<file path="config.mk">
export PLATFORM = sky130hd
export DESIGN_NAME = exe_stage_pipe
export DESIGN_NICKNAME = d
export VERILOG_FILES = /design/src/rtl/exe_stage_pipe.sv
export SDC_FILE = /design/constraint.sdc
export NUM_CORES = 1
export LEC_CHECK = 0
export BUFFER_PORTS_ARGS = -buffer_cell sky130_fd_sc_hd__buf_2
export CORE_MARGIN = 3
export CORE_UTILIZATION = 45
export DETAILED_ROUTE_END_ITERATION = 8
export GPL_TIMING_DRIVEN = 0
export PLACE_DENSITY = 0.73
export SYNTH_ARGS = -nofsm -noshare
export SYNTH_HDL_FRONTEND = slang
export SYNTH_SLANG_ARGS = --single-unit
</file>
<file path="constraint.sdc">
create_clock -name i_clk -period 7.3 [get_ports i_clk]
set_clock_uncertainty 0.2 [all_clocks]
set_input_delay 1.46 -clock i_clk [delete_from_list [all_inputs] [get_ports i_clk]]
set_output_delay 1.46 -clock i_clk [all_outputs]
set_load 0.02 [all_outputs]
</file>
<file path="src/rtl/exe_stage_pipe.sv">
// exe_stage_pipe: registered execute stage with a valid/ready handshake.
// Computes operand 2, ALU result with {N,Z,C,V} and the branch target, then
// holds them in an output register until the MEM stage takes them.
// Define EXE_STAGE_MUL_EN to add the iterative shift-add multiplier (MUL state).
`timescale 1ns/1ps
module exe_stage_pipe #(
    parameter int WORD_W     = 32,
    parameter int REG_ADDR_W = 4,
    parameter int IMM_W      = 24,
    parameter int SHOP_W     = 12
) (
    input  logic                  i_clk,
    input  logic                  i_rst,
    input  logic                  i_flush,
    input  logic                  i_in_valid,
    output logic                  o_in_ready,
    input  logic                  i_imm,
    input  logic                  i_mem_r_en,
    input  logic                  i_mem_w_en,
    input  logic                  i_wb_en,
    input  logic                  i_b,
    input  logic                  i_mul_en,
    input  logic [3:0]            i_exe_cmd,
    input  logic [3:0]            i_sr,
    input  logic [IMM_W-1:0]      i_signed_imm,
    input  logic [SHOP_W-1:0]     i_shifter_operand,
    input  logic [REG_ADDR_W-1:0] i_dest,
    input  logic [WORD_W-1:0]     i_pc,
    input  logic [WORD_W-1:0]     i_val_rn,
    input  logic [WORD_W-1:0]     i_val_rm,
    output logic                  o_out_valid,
    input  logic                  i_out_ready,
    output logic                  o_mem_r_en,
    output logic                  o_mem_w_en,
    output logic                  o_wb_en,
    output logic                  o_b,
    output logic [3:0]            o_sr,
    output logic [REG_ADDR_W-1:0] o_dest,
    output logic [WORD_W-1:0]     o_alu_res,
    output logic [WORD_W-1:0]     o_val_rm,
    output logic [WORD_W-1:0]     o_branch_addr
);

    logic              w_forMem;
    logic [4:0]        w_shAmt;
    logic [4:0]        w_rotAmt;
    logic [WORD_W-1:0] w_val2;
    logic [WORD_W-1:0] w_aluRes;
    logic [WORD_W:0]   w_sum;
    logic              w_carry;
    logic              w_ovf;
    logic [3:0]        w_aluSr;
    logic [WORD_W-1:0] w_branch;
    logic              w_slotFree;
    logic              w_accept;
    logic              w_loadAlu;

    function automatic logic [WORD_W-1:0] rotr(input logic [WORD_W-1:0] v, input logic [4:0] amt);
        logic [2*WORD_W-1:0] d;
        d = {v, v} >> amt;
        return d[WORD_W-1:0];
    endfunction

    assign w_forMem   = i_mem_r_en | i_mem_w_en;
    assign w_shAmt    = i_shifter_operand[11:7];
    assign w_rotAmt   = {i_shifter_operand[11:8], 1'b0};
    assign w_branch   = i_pc + {{(WORD_W-IMM_W){i_signed_imm[IMM_W-1]}}, i_signed_imm};
    assign w_slotFree = !o_out_valid | i_out_ready;
    assign w_aluSr    = {w_aluRes[WORD_W-1], (w_aluRes == '0), w_carry, w_ovf};

    // Operand 2: raw 12-bit offset for loads/stores, rotated 8-bit immediate, or shifted rm
    always_comb begin
        w_val2 = '0;
        if (w_forMem) begin
            w_val2 = WORD_W'(i_shifter_operand);
        end else if (i_imm) begin
            w_val2 = rotr(WORD_W'(i_shifter_operand[7:0]), w_rotAmt);
        end else begin
            case (i_shifter_operand[6:5])
                2'b00:   w_val2 = i_val_rm << w_shAmt;
                2'b01:   w_val2 = i_val_rm >> w_shAmt;
                2'b10:   w_val2 = $signed(i_val_rm) >>> w_shAmt;
                default: w_val2 = rotr(i_val_rm, w_shAmt);
            endcase
        end
    end

    // ALU: arithmetic ops produce ARM-style carry (not-borrow on subtract) and overflow,
    // logical ops and moves pass C and V through from the incoming status
    always_comb begin
        w_aluRes = '0;
        w_sum    = '0;
        w_carry  = i_sr[1];
        w_ovf    = i_sr[0];
        case (i_exe_cmd)
            4'b0001: w_aluRes = w_val2;
            4'b1001: w_aluRes = ~w_val2;
            4'b0010, 4'b0011: begin
                w_sum    = {1'b0, i_val_rn} + {1'b0, w_val2}
                         + (WORD_W+1)'((i_exe_cmd == 4'b0011) & i_sr[1]);
                w_aluRes = w_sum[WORD_W-1:0];
                w_carry  = w_sum[WORD_W];
                w_ovf    = (i_val_rn[WORD_W-1] == w_val2[WORD_W-1])
                         & (w_aluRes[WORD_W-1] != i_val_rn[WORD_W-1]);
            end
            4'b0100, 4'b0101: begin
                w_sum    = {1'b0, i_val_rn} + {1'b0, ~w_val2}
                         + (WORD_W+1)'((i_exe_cmd == 4'b0100) | i_sr[1]);
                w_aluRes = w_sum[WORD_W-1:0];
                w_carry  = w_sum[WORD_W];
                w_ovf    = (i_val_rn[WORD_W-1] != w_val2[WORD_W-1])
                         & (w_aluRes[WORD_W-1] != i_val_rn[WORD_W-1]);
            end
            4'b0110: w_aluRes = i_val_rn & w_val2;
            4'b0111: w_aluRes = i_val_rn | w_val2;
            4'b1000: w_aluRes = i_val_rn ^ w_val2;
            default: w_aluRes = '0;
        endcase
    end

`ifdef EXE_STAGE_MUL_EN
    localparam int CNT_W = $clog2(WORD_W);

    typedef enum logic {S_IDLE, S_MUL} state_t;

    state_t                r_state;
    logic [WORD_W-1:0]     r_mcand;
    logic [WORD_W-1:0]     r_mplier;
    logic [WORD_W-1:0]     r_acc;
    logic [CNT_W-1:0]      r_cnt;
    logic                  r_sMemR, r_sMemW, r_sWb, r_sB, r_sC, r_sV;
    logic [REG_ADDR_W-1:0] r_sDest;
    logic [WORD_W-1:0]     r_sValRm;
    logic [WORD_W-1:0]     r_sBranch;
    logic [WORD_W-1:0]     w_mulSum;
    logic                  w_lastBit;
    logic                  w_loadMul;
    logic                  w_unused;

    assign w_unused   = ^i_sr[3:2];
    assign w_mulSum   = r_acc + (r_mplier[0] ? r_mcand : '0);
    assign w_lastBit  = (r_cnt == CNT_W'(WORD_W-1));
    assign o_in_ready = !i_rst & (r_state == S_IDLE) & w_slotFree & !i_flush;
    assign w_accept   = i_in_valid & o_in_ready;
    assign w_loadAlu  = w_accept & !i_mul_en;
    assign w_loadMul  = (r_state == S_MUL) & w_lastBit & w_slotFree;

    // Multiplier sequencer: one multiplier bit per cycle; the final bit is only
    // folded in when the output register can take the product, so a stall holds everything
    always_ff @(posedge i_clk) begin
        if (i_rst) begin
            r_state   <= S_IDLE;
            r_mcand   <= '0;
            r_mplier  <= '0;
            r_acc     <= '0;
            r_cnt     <= '0;
            r_sMemR   <= 1'b0;
            r_sMemW   <= 1'b0;
            r_sWb     <= 1'b0;
            r_sB      <= 1'b0;
            r_sC      <= 1'b0;
            r_sV      <= 1'b0;
            r_sDest   <= '0;
            r_sValRm  <= '0;
            r_sBranch <= '0;
        end else if (i_flush) begin
            r_state <= S_IDLE;
        end else begin
            case (r_state)
                S_IDLE: begin
                    if (w_accept & i_mul_en) begin
                        r_mcand   <= i_val_rn;
                        r_mplier  <= i_val_rm;
                        r_acc     <= '0;
                        r_cnt     <= '0;
                        r_sMemR   <= i_mem_r_en;
                        r_sMemW   <= i_mem_w_en;
                        r_sWb     <= i_wb_en;
                        r_sB      <= i_b;
                        r_sC      <= i_sr[1];
                        r_sV      <= i_sr[0];
                        r_sDest   <= i_dest;
                        r_sValRm  <= i_val_rm;
                        r_sBranch <= w_branch;
                        r_state   <= S_MUL;
                    end
                end
                default: begin
                    if (!w_lastBit) begin
                        r_acc    <= w_mulSum;
                        r_mcand  <= r_mcand << 1;
                        r_mplier <= r_mplier >> 1;
                        r_cnt    <= r_cnt + 1'b1;
                    end else if (w_slotFree) begin
                        r_state <= S_IDLE;
                    end
                end
            endcase
        end
    end
`else
    logic w_unused;

    assign w_unused   = ^{i_sr[3:2], i_mul_en};
    assign o_in_ready = !i_rst & w_slotFree & !i_flush;
    assign w_accept   = i_in_valid & o_in_ready;
    assign w_loadAlu  = w_accept;
`endif

    // Output register: flush drops the held result, a load overwrites it, a drain without load empties it
    always_ff @(posedge i_clk) begin
        if (i_rst) begin
            o_out_valid   <= 1'b0;
            o_mem_r_en    <= 1'b0;
            o_mem_w_en    <= 1'b0;
            o_wb_en       <= 1'b0;
            o_b           <= 1'b0;
            o_sr          <= '0;
            o_dest        <= '0;
            o_alu_res     <= '0;
            o_val_rm      <= '0;
            o_branch_addr <= '0;
        end else if (i_flush) begin
            o_out_valid <= 1'b0;
        end else if (w_loadAlu) begin
            o_out_valid   <= 1'b1;
            o_mem_r_en    <= i_mem_r_en;
            o_mem_w_en    <= i_mem_w_en;
            o_wb_en       <= i_wb_en;
            o_b           <= i_b;
            o_sr          <= w_aluSr;
            o_dest        <= i_dest;
            o_alu_res     <= w_aluRes;
            o_val_rm      <= i_val_rm;
            o_branch_addr <= w_branch;
`ifdef EXE_STAGE_MUL_EN
        end else if (w_loadMul) begin
            o_out_valid   <= 1'b1;
            o_mem_r_en    <= r_sMemR;
            o_mem_w_en    <= r_sMemW;
            o_wb_en       <= r_sWb;
            o_b           <= r_sB;
            o_sr          <= {w_mulSum[WORD_W-1], (w_mulSum == '0), r_sC, r_sV};
            o_dest        <= r_sDest;
            o_alu_res     <= w_mulSum;
            o_val_rm      <= r_sValRm;
            o_branch_addr <= r_sBranch;
`endif
        end else if (i_out_ready) begin
            o_out_valid <= 1'b0;
        end
    end

endmodule

</file>
Word level (Yosys, flattened, before mapping):

Index checks and enable logic that the tools add are counted.

* $add $sub $neg: 5
* equality and inequality tests: 15
* shift-type cells: 5
* muxes and demuxes: 8
* bitwise logic cells: 14
* reductions and logical operators: 10

Operators by type and width (count)
* one-hot mux 32 bit (7 select lines): 1
* one-hot mux 32 bit (3 select lines): 1
* adder 32 x 32 -> 33 bit: 2
* adder 33 x 1 -> 33 bit: 2
* two-way mux 32 bit: 2
* >> shifter 64 x 5 -> 32 bit: 1
* >> shifter 40 x 5 -> 32 bit: 1
* adder 32 bit: 1
* bitwise AND 32 bit: 1
* zero test 32 bit: 1
* inverter 32 bit: 1
* bitwise OR 32 bit: 1
* << shifter 32 x 5 -> 32 bit: 1
* >> shifter 32 x 5 -> 32 bit: 1
* >>> shifter 32 x 5 -> 32 bit: 1
* XOR 32 bit: 1
* equality test 4 x 3 -> 1 bit, second input constant: 4
* equality test 4 x 2 -> 1 bit, second input constant: 2
* equality test 4 bit, second input constant: 2
* bitwise AND 1 bit: 6
* OR reduction 2 bit: 3
* equality test 4 x 1 -> 1 bit, second input constant: 1
* one-hot mux 1 bit (2 select lines): 2
* zero test 1 bit: 3
* 10 further kinds: 15

* register bits: 109
* input port bits: 155
* output and inout bits: 110
* word-level logic and storage cells: 67

Depth between registers and ports, before layout:

* word-level depth: 10
* gate-level depth with buffers: 26
* mapped depth without buffers: 20

Worst setup path after synthesis:

No wires, ideal clock.

* path kind: input port to flip-flop
* start: input i_shifter_operand[7]
* end: register o_sr[2]
* library setup time: 0.069 ns
* arrival: 6.372 ns
* required time: 7.031 ns
* slack: 0.659 ns
* stages on the path: 22
* buffers on the path: 4
* path through: buf_6 -> buf_6 -> buf_6 -> buf_4 -> o21a_1 -> or2_2 -> mux4_1 -> a31o_2 -> nor3_1 -> o21ai_0 -> inv_1 -> ha_1 -> a221oi_1 -> o21ai_1 -> o2111a_1 -> o32ai_1 -> a211oi_1 -> a221o_1 -> a221oi_1 -> and3_1 -> nand4_1 -> o21ai_1

* cells in the longest elaborated chain, start to end: 9
* elaborated cells between the ends (all ways): 18
* those cells by class: add/sub: 4; shift: 5; mux: 4; bitwise: 4; reduce/logical: 1

Ends and longest elaborated chain
* start: declaration: RTL line 26 `input logic [SHOP_W-1:0] i_shifter_operand,`
* >> shifter 64 x 5 -> 32 bit, or another cell as far along: RTL line 60 `d = {v, v} >> amt;`
* one-hot mux 32 bit (3 select lines): RTL line 79 `case (i_shifter_operand[6:5])`
* two-way mux 32 bit: RTL line 76 `end else if (i_imm) begin`
* two-way mux 32 bit (*): RTL line 74 `if (w_forMem) begin`
* inverter 32 bit: RTL line 97, 107
* adder 32 x 32 -> 33 bit: RTL line 107 `w_sum = {1'b0, i_val_rn} + {1'b0, ~w_val2}`
* adder 33 x 1 -> 33 bit: RTL line 108 `+ (WORD_W+1)'((i_exe_cmd == 4'b0100) | i_sr[1]);`
* one-hot mux 32 bit (7 select lines) (*): RTL line 95 `case (i_exe_cmd)`
* zero test 32 bit (*): RTL line 69 `assign w_aluSr = {w_aluRes[WORD_W-1], (w_aluRes == '0), w_carry, w_ovf};`
* end signal: assignment: RTL line 231 `o_sr <= w_aluSr;`
* end: declaration: RTL line 37 `output logic [3:0] o_sr,`

Every way passes the cells marked *; elsewhere a longest branch is shown, timed or not.
A chain may end at the register's enable or synchronous reset.

Final worst setup path:

* start: input i_shifter_operand[9]
* end: register o_sr[2]

Same word-level chain as after synthesis.

==> results.ini <==
[critical_path]
worst_path_max_delay_cell=a2111oi_0
crit_top_cell=nor2_1
path_delay_family=compound AO/OA/AOI/OAI gates
crit_buf_inv=5
rrSetupSlack_ns=3.58
critPathMaxFanout=10
cpPeakStageDelay_ns=0.91
crit_required_ns=7.39
cp.arrival_ns=7.48
critPathKind=input pin to flip-flop
cp-start-kind=input pin
crit_chain=buf_2 > inv_1 > clkbuf_4 > clkbuf_2 > mux2i_1 > o221ai_1 > a21oi_1 > a2111oi_0 > a32oi_1 > ha_1 > clkbuf_1 > nor2_1 > nor2_1 > nor2_1 > a211oi_1 > o221ai_1 > a221oi_4 > and3_1 > nand4_1 > o21ai_2
end_kind=flip-flop

[synth]
synth_top_area_share_pct=12.3
synth.distinct_cells=102
syn_area_per_cell_um2=7.46
synthTopCellsByArea=dfxtp_1 12%, ha_1 9.1%, mux4_2 7.7%
synth_area_leader_cell=dfxtp_1
synth_most_common_cell=nand2_1
ys.flop_type=dfxtp_1
synth_edf_count=0
async_flop_share_pct=0
synth_seq_cells=108
netlist_area_um2=17500
synth_seq_area_share_pct=12.3
ys_top_cells_by_count=266 x nand2_1, 194 x nor2_1, 187 x a21oi_1, 140 x clkbuf_1, 138 x inv_1
netlist_instances=2347
yosys_warnings=0
syn_nets=2635

[status]
status=finished with violations
violations=setup timing

[cts]
cts_tree=yes
cts_inserted_buffers=9
clockBufferDepth=2
cts.clk_slew.worst_paths_ns=0.08
cts_sinks=108
clkLatencyLatePin_ns=0.36
holdBufCountCts=0
ctsHtreeMaxLevel=3
cts-root-buf=clkbuf_16

[die]
die_height_um=203
ios=265
core_um2=38000
rows=71
initial_utilization_pct=46.1
chipWidth_um=203
die_area_um2=41300

[sta]
final-setup-viol-count=1
finalHoldViolations=0
finalCritPeriodShare_pct=101
worst_pin_slew_ns=1.12
relSlewSlack_pct=25.2
max_freq_ghz=0.135
holdWs_ns=0.252
post-route-min-period_ns=7.39
fin_tns_setup_ns=-0.0867
fin_ws_ns=-0.0867
maxSlewViolCount=0

[global_route]
antenna_found_initial=1
grt_usage_pct=46.5
grt-ovfl-total=0
grt_max_degree=21
grt_pass1_vias=21549
grt_pass1_wl_um=144000

[layout]
finalNetCount=2917
multi_input_area_um2=14900
fill_cells=3576
area_growth_pct=19.5
register_area_um2=2160
n_antenna_cell=0
drive_above_1_share_pct=24.8

[worst_hold_path]
holdCritPathClass=flip-flop to flip-flop

[place]
place_hpwl_um=79500
gp_congestion=1.13
numPortBuffers=255

[power]
peakVddDrop_mv=0.110
power.leakage_nw=8.70
p_total_mw=2.81
p_per_area_nw_per_um2=134

[routing]
route.detailed.drc=0
dr.pass1.iters=8
first_iter_violations=3079
ant_nets=0
drt_wl_total_um=102000
wl_per_cell_um=32.3
num_vias=22643
post_drt_via_cell_ratio=7.20

[flow_run]
maxCapViolCount=0

-- worst paths after layout --
check                       startpoint           endpoint  cells after the start
hold reg to reg      o_branch_addr[15]  o_branch_addr[15]                      2
hold / removal       o_branch_addr[15]  o_branch_addr[15]                      2
setup / recovery  i_shifter_operand[9]            o_sr[2]                     20
setup reg to reg           o_out_valid            o_sr[2]                     12
-- what timing repair did --
item	4_1_cts	5_1_grt
endpoints found under the setup margin	29	9
resized for setup	134	134
pin swaps	5	23
buffers inserted	9	16
endpoints found under the hold margin	0	0
-- flip-flops by register name, indices dropped and copies added, names as in the netlist --
| signal | cells |
|---|---|
| o_alu_res | 31 |
| o_b | 1 |
| o_branch_addr | 32 |
| o_dest | 4 |
| o_mem_r_en | 1 |
| o_mem_w_en | 1 |
| o_out_valid | 1 |
| o_sr | 4 |
| o_val_rm | 32 |
| o_wb_en | 1 |
-- report_power, final --
group / switching [mW] / internal (mW)
combinational: 1.09 / 0.575
clock: 0.261 / 0.243
sequential: 0.0176 / 0.617
-- area by class of cell --
class | count | share of cell area, %
Timing Repair Buffer | 280 | 7.01
Multi-Input combinational cell | 1910 | 71.1
Clock buffer | 10 | 1.09
Inverter | 142 | 2.57
Tap cell | 511 | 3.06
Sequential cell | 108 | 10.3
Clock inverter | 6 | 0.323
Buffer | 178 | 4.54
-- worst min-delay path, delay by kind of cell (launching register included) --
kind	cells	cell delay, ns
simple gates	1	0.05
flops	1	0.32
compound gates	1	0.05
-- layer usage --
layer  GRT usage [%]  share of wire [%]  vias up
li1                -                  -     9374
met1            55.3                 35    10557
met2            71.3                 42     2071
met3            12.3                 13      639
met4            36.1                 10        2
met5               0              0.012        -
-- metrics by stage --
step                      area (um2)  setup WS [ns]  util, %  cells
final                          20900        -0.0867     55.0   3145
after global routing           20900        -0.0584     55.0   3145
after CTS                      20300        0.00100     53.4   3137
after detailed placement       19400          -2.45     51.1   3113
after global placement         19400          -2.40     51.1   3113
after floorplan                17500          0.659        -   2347
-- logic make-up (layout without fill, tap and decap cells) --
kind of cell	count (synthesis)	in the layout	share of synthesized area, %
xor gates and xnor gates	40	40	2.00
muxes	192	192	16.5
and+or+nand+nor	773	773	20.8
buffers and inverters	329	616	7.79
AOI/OAI and AO/OA	772	772	30.9
DFF	108	108	12.3
adders and majority gates	133	133	9.71
-- layout by cell type, fill, tap and decap left out, types with 60 or more instances in the layout --
master    synthesis  final
a21oi_1         187    182
buf_2            21    265
clkbuf_1        140     97
dfxtp_1         108    108
ha_1            128    121
inv_1           138    137
mux2i_1          83     61
mux4_2           60     60
nand2_1         266    266
nor2_1          194    182
o21ai_0          98     92
Power figures use the tool's default switching activity.
